<file path="src/rtl/ddr_axi_pkg.sv">
// AXI4 constants shared by the DDR read and write masters.
// Both directions must present identical ID/cache/size attributes to the controller.
package ddr_axi_pkg;

   localparam logic [3:0] AXI_ID         = 4'b1111;
   localparam logic [2:0] AXI_SIZE       = 3'b011;   // 8 bytes per beat
   localparam logic [1:0] AXI_BURST_INCR = 2'b01;
   localparam logic       AXI_LOCK       = 1'b0;
   localparam logic [3:0] AXI_CACHE      = 4'b0011;
   localparam logic [2:0] AXI_PROT       = 3'b000;
   localparam logic [3:0] AXI_QOS        = 4'b0000;

endpackage

</file>
<file path="src/rtl/ddr_axi_write.sv">
// AXI4 write master: one INCR burst per UI request, data pulled from a FWFT FIFO.
// Single outstanding burst; AW and B signals registered, W path combinational.
module ddr_axi_write
   import ddr_axi_pkg::*;
#(
   parameter int DATA_WIDTH      = 64,
   parameter int ADDR_WIDTH      = 29,
   parameter int BURST_LEN_WIDTH = 8
) (
   input  logic                       ACLK,
   input  logic                       ARESETN,

   input  logic                       wr_start,
   input  logic [BURST_LEN_WIDTH-1:0] wr_burst_len,
   input  logic [ADDR_WIDTH-1:0]      wr_start_addr,
   output logic                       wr_ready,

   input  logic [DATA_WIDTH-1:0]      wr_fifo_data,
   input  logic                       wr_fifo_empty,
   output logic                       wr_fifo_re,

   output logic                       wr_done,
   output logic [1:0]                 wr_resp,

   output logic [3:0]                 m_axi_awid,
   output logic [ADDR_WIDTH-1:0]      m_axi_awaddr,
   output logic [BURST_LEN_WIDTH-1:0] m_axi_awlen,
   output logic [2:0]                 m_axi_awsize,
   output logic [1:0]                 m_axi_awburst,
   output logic                       m_axi_awlock,
   output logic [3:0]                 m_axi_awcache,
   output logic [2:0]                 m_axi_awprot,
   output logic [3:0]                 m_axi_awqos,
   output logic                       m_axi_awvalid,
   input  logic                       m_axi_awready,

   output logic [DATA_WIDTH-1:0]      m_axi_wdata,
   output logic [DATA_WIDTH/8-1:0]    m_axi_wstrb,
   output logic                       m_axi_wlast,
   output logic                       m_axi_wvalid,
   input  logic                       m_axi_wready,

   input  logic [3:0]                 m_axi_bid,
   input  logic [1:0]                 m_axi_bresp,
   input  logic                       m_axi_bvalid,
   output logic                       m_axi_bready
);

   typedef enum logic [2:0] {
      S_IDLE,
      S_AW,
      S_W,
      S_B,
      S_DONE
   } state_t;

   state_t                     state_q,   state_d;
   logic [ADDR_WIDTH-1:0]      awaddr_q,  awaddr_d;
   logic [BURST_LEN_WIDTH-1:0] awlen_q,   awlen_d;
   logic [BURST_LEN_WIDTH-1:0] cnt_q,     cnt_d;
   logic                       awvalid_q, awvalid_d;
   logic                       bready_q,  bready_d;
   logic [1:0]                 resp_q,    resp_d;

   // Responses are accepted regardless of ID: only one burst is ever in flight.
   logic unused_bid;
   assign unused_bid = ^m_axi_bid;

   // NOTE: the register process uses non-blocking assignments so every flop samples pre-edge values.
   always_ff @(posedge ACLK or negedge ARESETN) begin
      if (!ARESETN) begin
         state_q   <= S_IDLE;
         awaddr_q  <= '0;
         awlen_q   <= '0;
         cnt_q     <= '0;
         awvalid_q <= 1'b0;
         bready_q  <= 1'b0;
         resp_q    <= 2'b00;
      end else begin
         state_q   <= state_d;
         awaddr_q  <= awaddr_d;
         awlen_q   <= awlen_d;
         cnt_q     <= cnt_d;
         awvalid_q <= awvalid_d;
         bready_q  <= bready_d;
         resp_q    <= resp_d;
      end
   end

   // NOTE: every output of this block gets a default first so no latch is inferred.
   always_comb begin
      state_d      = state_q;
      awaddr_d     = awaddr_q;
      awlen_d      = awlen_q;
      cnt_d        = cnt_q;
      awvalid_d    = awvalid_q;
      bready_d     = bready_q;
      resp_d       = resp_q;
      m_axi_wvalid = 1'b0;
      m_axi_wlast  = 1'b0;
      wr_fifo_re   = 1'b0;

      unique case (state_q)
         S_IDLE: begin
            if (wr_start) begin
               awaddr_d  = wr_start_addr;
               // A length of zero wraps to 255, i.e. a 256-beat burst.
               awlen_d   = wr_burst_len - BURST_LEN_WIDTH'(1);
               awvalid_d = 1'b1;
               cnt_d     = '0;
               state_d   = S_AW;
            end
         end
         S_AW: begin
            if (m_axi_awready) begin
               awvalid_d = 1'b0;
               state_d   = S_W;
            end
         end
         S_W: begin
            m_axi_wvalid = !wr_fifo_empty;
            m_axi_wlast  = (cnt_q == awlen_q);
            wr_fifo_re   = m_axi_wvalid && m_axi_wready;
            if (wr_fifo_re) begin
               if (m_axi_wlast) begin
                  bready_d = 1'b1;
                  state_d  = S_B;
               end else begin
                  cnt_d = cnt_q + BURST_LEN_WIDTH'(1);
               end
            end
         end
         S_B: begin
            if (m_axi_bvalid) begin
               resp_d   = m_axi_bresp;
               bready_d = 1'b0;
               state_d  = S_DONE;
            end
         end
         S_DONE:  state_d = S_IDLE;
         default: state_d = S_IDLE;
      endcase
   end

   assign wr_ready      = (state_q == S_IDLE);
   assign wr_done       = (state_q == S_DONE);
   assign wr_resp       = resp_q;

   assign m_axi_awid    = AXI_ID;
   assign m_axi_awaddr  = awaddr_q;
   assign m_axi_awlen   = awlen_q;
   assign m_axi_awsize  = AXI_SIZE;
   assign m_axi_awburst = AXI_BURST_INCR;
   assign m_axi_awlock  = AXI_LOCK;
   assign m_axi_awcache = AXI_CACHE;
   assign m_axi_awprot  = AXI_PROT;
   assign m_axi_awqos   = AXI_QOS;
   assign m_axi_awvalid = awvalid_q;

   assign m_axi_wdata   = wr_fifo_data;
   assign m_axi_wstrb   = '1;
   assign m_axi_bready  = bready_q;

endmodule

</file>
<file path="config.mk">
export PLATFORM = sky130hd
export DESIGN_NAME = ddr_axi_write
export DESIGN_NICKNAME = d
export VERILOG_FILES = /design/src/rtl/ddr_axi_pkg.sv /design/src/rtl/ddr_axi_write.sv
export SDC_FILE = /design/constraint.sdc
export NUM_CORES = 1
export LEC_CHECK = 0
export CORE_MARGIN = 5
export CORE_UTILIZATION = 40
export CTS_CLUSTER_SIZE = 8
export DETAILED_ROUTE_END_ITERATION = 6
export DONT_BUFFER_PORTS = 1
export HOLD_SLACK_MARGIN = 0.15
export PLACE_DENSITY_LB_ADDON = 0.3
export SETUP_SLACK_MARGIN = 0.4
export SLEW_MARGIN = 10
export SYNTH_ARGS = -nofsm -noshare
export SYNTH_HDL_FRONTEND = slang
export SYNTH_SLANG_ARGS = --single-unit
</file>
<file path="constraint.sdc">
create_clock -name ACLK -period 3.7 [get_ports ACLK]
set_input_delay 0.925 -clock ACLK [delete_from_list [all_inputs] [get_ports ACLK]]
set_output_delay 0.925 -clock ACLK [all_outputs]
set_load 0.03 [all_outputs]
</file>
# Yosys cells after proc, flatten, opt, wreduce, memory -nomap -nowiden

Index checks and enable logic that the tools add are counted.

Output and inout port bits: 139
Register bits after elaboration: 52
Input bits: 114
Logic and storage cells: 52

Eq/ne operators: 11
$add $sub $neg: 2
Reduce and logical (&&, ||, !) cells: 12
Multiplexer cells: 20

Operators with widths:

| kind                                                | count |
|---|---|
| two-way mux 8 bit                                   | 3 |
| one-hot mux 8 bit (2 select lines)                  | 1 |
| two-way mux 3 bit                                   | 5 |
| inequality test 2 bit, second input constant        | 6 |
| one-hot mux 3 bit (4 select lines)                  | 1 |
| adder 8 x 1 -> 8 bit, second input constant         | 1 |
| equality test 8 bit                                 | 1 |
| two-way mux 1 bit                                   | 8 |
| AND reduction 4 bit                                 | 2 |
| subtractor 8 x 1 -> 8 bit, second input constant    | 1 |
| equality test 3 x 2 -> 1 bit, second input constant | 2 |
| nonzero test 2 bit                                  | 3 |
| AND reduction 5 bit                                 | 1 |
| one-hot mux 1 bit (2 select lines)                  | 2 |
| AND reduction 2 bit                                 | 2 |
| equality test 3 x 1 -> 1 bit, second input constant | 1 |
| equality test 3 bit, second input constant          | 1 |
| zero test 3 bit                                     | 1 |
| AND reduction 3 bit                                 | 1 |
| logical AND 1 bit                                   | 1 |
| zero test 1 bit                                     | 1 |

# Depth between registers and ports, before layout

Gate-level depths: netlist of the first run.

Word-level depth: 4
Mapped depth: 8
Gate-level depth less buffers: 5

# Least setup slack after synthesis of the first run

Ideal clock, no wire load.

Path type: flip-flop to output port
Start: reg awlen_q[7], in the netlist m_axi_awlen[7]
End: out m_axi_wlast
Data arrival time: 1.577 ns
Required time: 2.775 ns
Path buffers: 0
Slack: 1.198 ns
Cell stages (with the launch flop): 5
Cell sequence: dfrtp_1 -> xor2_1 -> nor4_2 -> nand2_1 -> nor2_1

Word-level cells in the longest chain between the ends: 2

RTL lines:

| item                   | RTL line             | source |
|---|---|---|
| start, declared        | ddr_axi_write.sv:59  | `logic [BURST_LEN_WIDTH-1:0] awlen_q, awlen_d;` |
| start signal, assigned | ddr_axi_write.sv:82  | `awlen_q <= awlen_d;` |
| equality test 8 bit    | ddr_axi_write.sv:122 | `m_axi_wlast = (cnt_q == awlen_q);` |
| two-way mux 1 bit      | ddr_axi_write.sv:103 | `unique case (state_q)` |
| end, declared          | ddr_axi_write.sv:39  | `output logic m_axi_wlast,` |

Every way passes these cells.

# Final worst setup path of the first run

Start: reg awlen_q[5], in the netlist m_axi_awlen[5]
End: out m_axi_wlast

Same word-level chain as after synthesis.

==> results.ini, run 1 <==
[outcome]
run_status = finished, final reports clean

[clock_network]
cts_sinks = 52
cts_buffer_depth = 2
htreeDepth = 2
cts_hold_buf = 0
post_cts_buffers = 0
cts_buffers = 5
cts_root_buf = clkbuf_8
ctsResizeCount = 0
clkSlewWorstSetupHoldPaths_ps = 90
cts_tree = built
clock_latency_ps = 300

[layout]
antenna_cells = 0
nets = 414
seq_area_mm2 = 0.00130
area_growth_syn_to_layout_pct = -12.9
instances_no_fill = 401
multi_input_area_mm2 = 0.00116
nFillCells = 811
final_layout_size_suffix_gt1_share_pct = 6.69
fin_util_pct = 35.5

[pwr]
power.switching_mw = 1.20
p_leak_nw = 1.37
power.density_mw_per_mm2 = 866
power.share.sequential_pct = 60.1
combPwrFrac_pct = 25.8
swShare_pct = 50.9
ir_worst_vdd_v = 0.000357
cell_internal_pwr_mw = 1.16
pwr-share-clk_pct = 14.1

[worst_setup_path]
r2r_cells = 5
crit_buf_inv = 0
path_class = reg -> out
critPathTopFamily = simple AND/OR/NAND/NOR gates
crit_arrival_ps = 2120
critical_path.cell_chain = xor2_1 -> nor4_2 -> nand2_1 -> nor2_1
cp-start-kind = flop
max_stage_delay_ps = 520
crit_path_end_kind = output pin
worst-path-max-fanout = 4
cpMaxStageDelayCell = dfrtp_1
crit_required_ps = 2770
crit_cells = 4

[sta]
skew_ps = 7.98
period_share_pct = 82.2
rsz0062_at_grt = false
relSlewSlack_pct = 35.7
setup_viol = 0
hold_violations = 0
worst_slew_pin_slew_ps = 957
period_minus_slack_ps = 3040
drv_slew = 0
setup_tns_ps = 0
clock.fmax_ghz = 0.329

[grt]
grt_pass1_wl_um = 10000
antenna_found_initial = 0
grt_max_degree = 53
grt_overflow = 0
track_usage_pct = 12.6
grt_pass1_vias = 1916

[floorplan]
die-area_mm2 = 0.00971
rows = 32
die_h_um = 98.5
core_mm2 = 0.00769
die_w_um = 98.5
start_util_pct = 40.8
io_pins = 253

[logic_synthesis]
synth.top_cell.area_share_pct = 41.5
synthTopCellsByCount = nand2_1 (110), buf_4 (93), dfrtp_1 (52)
syn_inst = 365
syn_area_per_cell_um2 = 8.59
synth_area_mm2 = 0.00314
ys_ff_latch = 52
synth-seq-area-share_pct = 41.5
synth-edff-count = 0
ys_warn_count = 0
synth_area_leaders = dfrtp_1 (42%), buf_4 (22%), nand2_1 (13%)
synth.distinct_cells = 45
synth_area_leader_cell = dfrtp_1
async_flop_share_pct = 100
synth_most_common_cell = nand2_1
synth-main-ff-cell = dfrtp_1

[place]
dp.cells = 393
port_buffers = 0
place_congestion = 0.765
hpwl_um = 4490

[drt]
wirelength_um = 6070
detail_route.iter0.violations = 51
vias = 1896
drc = 0
wl_per_cell_um = 15.1
postRouteAntennaNets = 0
via_per_inst = 4.73
dr.pass1.iters = 4

[job]
cap_viol_max_count = 0

[worst_hold_path]
hp-class = in -> async

-- path summary, 6_finish.rpt --
check,from,end,slack (ps)
worst max-delay path,m_axi_awlen[5],m_axi_wlast,660
worst min-delay path,ARESETN,m_axi_awlen[4],310
worst max register to register,m_axi_awlen[5],cnt_q[4],1710
worst min register to register,cnt_q[7],cnt_q[7],520
max in group asynchronous,ARESETN,m_axi_awaddr[6],3310
min in group ACLK,cnt_q[7],cnt_q[7],520
-- cell families (layout without fill, tap and decap cells) --
kind of cell	after synthesis	after routing	share of synthesized area [%]
AND/OR/NAND/NOR	151	151	21.1
buffers and inverters	111	18	24.8
flip-flops	52	52	41.5
AO/OA/AOI/OAI	27	27	5.47
XOR/XNOR	14	14	3.91
multiplexers	6	6	2.15
adder cells (fa/ha/maj)	2	2	0.798
other	2	29	0.240
-- cell type report --
type | instances | share of cell area (%)
clock buffer | 8 | 3.30
tap | 102 | 4.67
inverter | 6 | 0.825
multi-input combinational | 229 | 42.5
sequential | 52 | 47.6
timing repair buffer | 4 | 1.10
-- worst reg2reg max path, delay by kind of cell, from the launching register on --
family | cells | cell delay [ps]
multiplexers | 1 | 340
AO/OA/AOI/OAI | 1 | 70
flip-flops | 1 | 520
AND/OR/NAND/NOR | 2 | 780
XOR/XNOR | 1 | 210
-- registers in the layout, indices dropped and copies added (netlist names) --
register,flops
wr_resp,2
m_axi_awlen,8
m_axi_awaddr,29
m_axi_bready,1
m_axi_awvalid,1
state_q,3
cnt_q,8
-- power by group through the flow --
stage | Clock [mW] | Sequential, mW | Combinational [mW]
global route | 0.379 | 1.46 | 0.710
floorplan | 0 | 1.33 | 0.707
CTS | 0.351 | 1.43 | 0.623
finish | 0.334 | 1.42 | 0.611
global placement | 0 | 1.44 | 0.597
detailed placement | 0 | 1.43 | 0.625
-- layout by cell type (no fill, tap or decap), drive strengths merged, types with 2 or more instances in the layout --
| cell type | instances |
|---|---|
| nor2 | 9 |
| nand2b | 2 |
| nor4 | 3 |
| xnor2 | 3 |
| and2 | 2 |
| nand2 | 111 |
| a21oi | 2 |
| clkbuf | 8 |
| inv | 6 |
| nand4 | 3 |
| ha | 2 |
| nor2b | 2 |
| a22oi | 2 |
| and3 | 2 |
| o311ai | 2 |
| mux2i | 3 |
| mux2 | 3 |
| o21ai | 14 |
| conb | 29 |
| nor3 | 4 |
| dfrtp | 52 |
| buf | 4 |
| o211ai | 2 |
| nand3 | 8 |
| xor2 | 11 |
-- metrics by stage --
stage / area, um2 / total power, mW / hold WS [ps] / setup slack (ps)
detailed placement: 2640 / 2.06 / 515 / 955
floorplan: 3240 / 2.04 / 474 / 1200
global placement: 2640 / 2.03 / 497 / 978
CTS: 2730 / 2.40 / 292 / 615
global route: 2730 / 2.55 / 277 / 547
finish: 2730 / 2.36 / 307 / 657
-- per-layer routing --
layer / up-vias / share of wire [%] / track usage, %
li1: 908 / - / -
met1: 871 / 40 / 15.4
met2: 99 / 47 / 19.3
met3: 18 / 11 / 6.16
met4: 0 / 1.7 / 4.41
met5: - / 0 / 0
Power figures use the tool's default switching activity.
==> run 2, diff against run 1 <==
- clock period: 3.7 -> 2.7 ns (I/O delays scaled with it)
==> results.ini, run 2 (synthesis gave the netlist of run 1 again) <==
[outcome]
run_status = finished, final reports clean  ; unchanged

[sta]
rsz0062_at_grt = true  ; was false
hold_violations = 0  ; unchanged
clock.fmax_ghz = 0.417
period_share_pct = 88.8
setup_tns_ps = 0  ; unchanged
period_minus_slack_ps = 2400
holdWs_ps = 225  ; was 307 ps
skew_ps = 3.51  ; was 7.98 ps
drv_slew = 0  ; unchanged
setup_viol = 0  ; unchanged
setup_ws_ps = 303  ; was 657 ps

[clock_network]
cts_tree = built  ; unchanged
clock_latency_ps = 290  ; was 300 ps
htreeDepth = 2  ; unchanged
cts_root_buf = clkbuf_8  ; unchanged
clkSlewWorstSetupHoldPaths_ps = 90  ; about the same
cts_sinks = 52  ; unchanged
cts_buffer_depth = 2  ; unchanged
cts_buffers = 5  ; unchanged

[floorplan]
die_w_um = 98.5  ; unchanged
start_util_pct = 40.8  ; unchanged
die_h_um = 98.5  ; unchanged
core_mm2 = 0.00769  ; unchanged
die-area_mm2 = 0.00971  ; unchanged
io_pins = 253  ; unchanged
rows = 32  ; unchanged

[layout]
mostFrequentLayoutCell = nand2_1  ; unchanged
final_layout_size_suffix_gt1_share_pct = 13.6  ; was 6.69%
area_growth_syn_to_layout_pct = -8.10  ; was -12.9%
antenna_cells = 0  ; unchanged
multi_input_area_mm2 = 0.00120  ; was 0.00116 mm2
largest_register_ffs = 29  ; unchanged
nFillCells = 800  ; was 811
seq_area_mm2 = 0.00131  ; was 0.00130 mm2
nets = 424  ; was 414
final_cell_mix = nand2_1 (109), dfrtp_1 (46), conb_1 (29), o21ai_0 (13), buf_4 (12)  ; was nand2_1 (110), dfrtp_1 (52), conb_1 (29), o21ai_0 (13), xor2_1 (11)

[worst_setup_path]
path_class = reg -> out  ; unchanged
crit_path_end_kind = output pin  ; unchanged
worst-path-max-fanout = 3  ; was 4
crit_required_ps = 2030  ; was 2770 ps
cp-start-kind = flop  ; unchanged
crit_arrival_ps = 1720  ; was 2120 ps

[drt]
wirelength_um = 6080  ; was 6070 um
detail_route.iter0.violations = 76  ; was 51
drc = 0  ; unchanged
wl_per_cell_um = 14.8  ; was 15.1 um
via_per_inst = 4.78  ; was 4.73
vias = 1966  ; was 1,896
dr.pass1.iters = 4  ; unchanged
postRouteAntennaNets = 0  ; unchanged

[place]
hpwl_um = 4590  ; was 4490 um
place_congestion = 0.758  ; was 0.765
port_buffers = 0  ; unchanged
dpl_worst_slack_ps = 440  ; was 955 ps

[pwr]
ir_worst_vdd_v = 0.000463  ; was 0.000357 V
p_total_mw = 3.41  ; was 2.36 mW
p_leak_nw = 1.41  ; was 1.37 nW
power.density_mw_per_mm2 = 1180  ; was 866 mW/mm2

[grt]
grt_max_degree = 53  ; unchanged
grt_overflow = 0  ; unchanged
grt_pass1_vias = 2024  ; was 1,916
grt_pass1_wl_um = 10100  ; was 10000 um
track_usage_pct = 12.6  ; about the same
antenna_found_initial = 0  ; unchanged

[job]
cap_viol_max_count = 0  ; unchanged

[worst_hold_path]
hp-class = in -> async  ; unchanged

-- run 2: worst paths after layout --
path | slack (ps) | cells past startpoint | end | startpoint
max in group asynchronous | 2240 | 1 | m_axi_awlen[0] | ARESETN
hold / removal | 230 | 1 | m_axi_awlen[1] | ARESETN
setup reg to reg | 730 | 6 | cnt_q[4] | m_axi_awlen[1]
min in group ACLK | 470 | 1 | m_axi_awlen[0] | wr_burst_len[0]
hold reg to reg | 520 | 1 | cnt_q[7] | cnt_q[7]
setup / recovery | 300 | 5 | m_axi_wlast | m_axi_awlen[1]
-- run 2: per-stage QoR --
stage               cells  area [um2]  util (%)
floorplan             392        3240         -
global placement      399        2690      34.9
detailed placement    399        2690      34.9
CTS                   409        2820      36.7
global route          411        2880      37.5
finish                411        2880      37.5
-- run 2: metal layers --
layer | vias up | wire length, um | global-route usage (%) | part of all wire, %
met5 | - | 0 | 0 | 0
met4 | 0 | 106 | 4.41 | 1.7
met3 | 17 | 664 | 5.87 | 11
met2 | 102 | 3020 | 20.5 | 50
met1 | 921 | 2290 | 14.7 | 38
li1 | 926 | - | - | -
-- run 2: report_power, final --
group / internal, mW / leakage, nW / switching, mW
clock network: 0.210 / 0.0455 / 0.238
logic: 0.400 / 0.712 / 0.675
registers: 1.09 / 0.656 / 0.797
-- run 2: final cells by class --
cell class | count | area share (%)
Clock buffer | 8 | 3.13
Inverter | 6 | 0.912
Multi-Input combinational cell | 229 | 41.6
Sequential cell | 52 | 45.4
Tap cell | 102 | 4.43
Timing Repair Buffer | 14 | 4.47
-- run 2: what timing repair did --
action | in CTS | in global routing
setup buffers | 1 | 2
pin swaps | 1 | 4
hold endpoints to repair | 52 | 0
hold buffers | 1 | 0
endpoints found under the setup margin | 2 | 2
gates resized for setup | 4 | 11
-- run 2: worst max-delay path: stages (launching register included) --
cell	delay, ps
dfrtp_2	510
xor2_2	190
nor4_4	320
nand2_2	120
nor2_2	140
buf_6	140
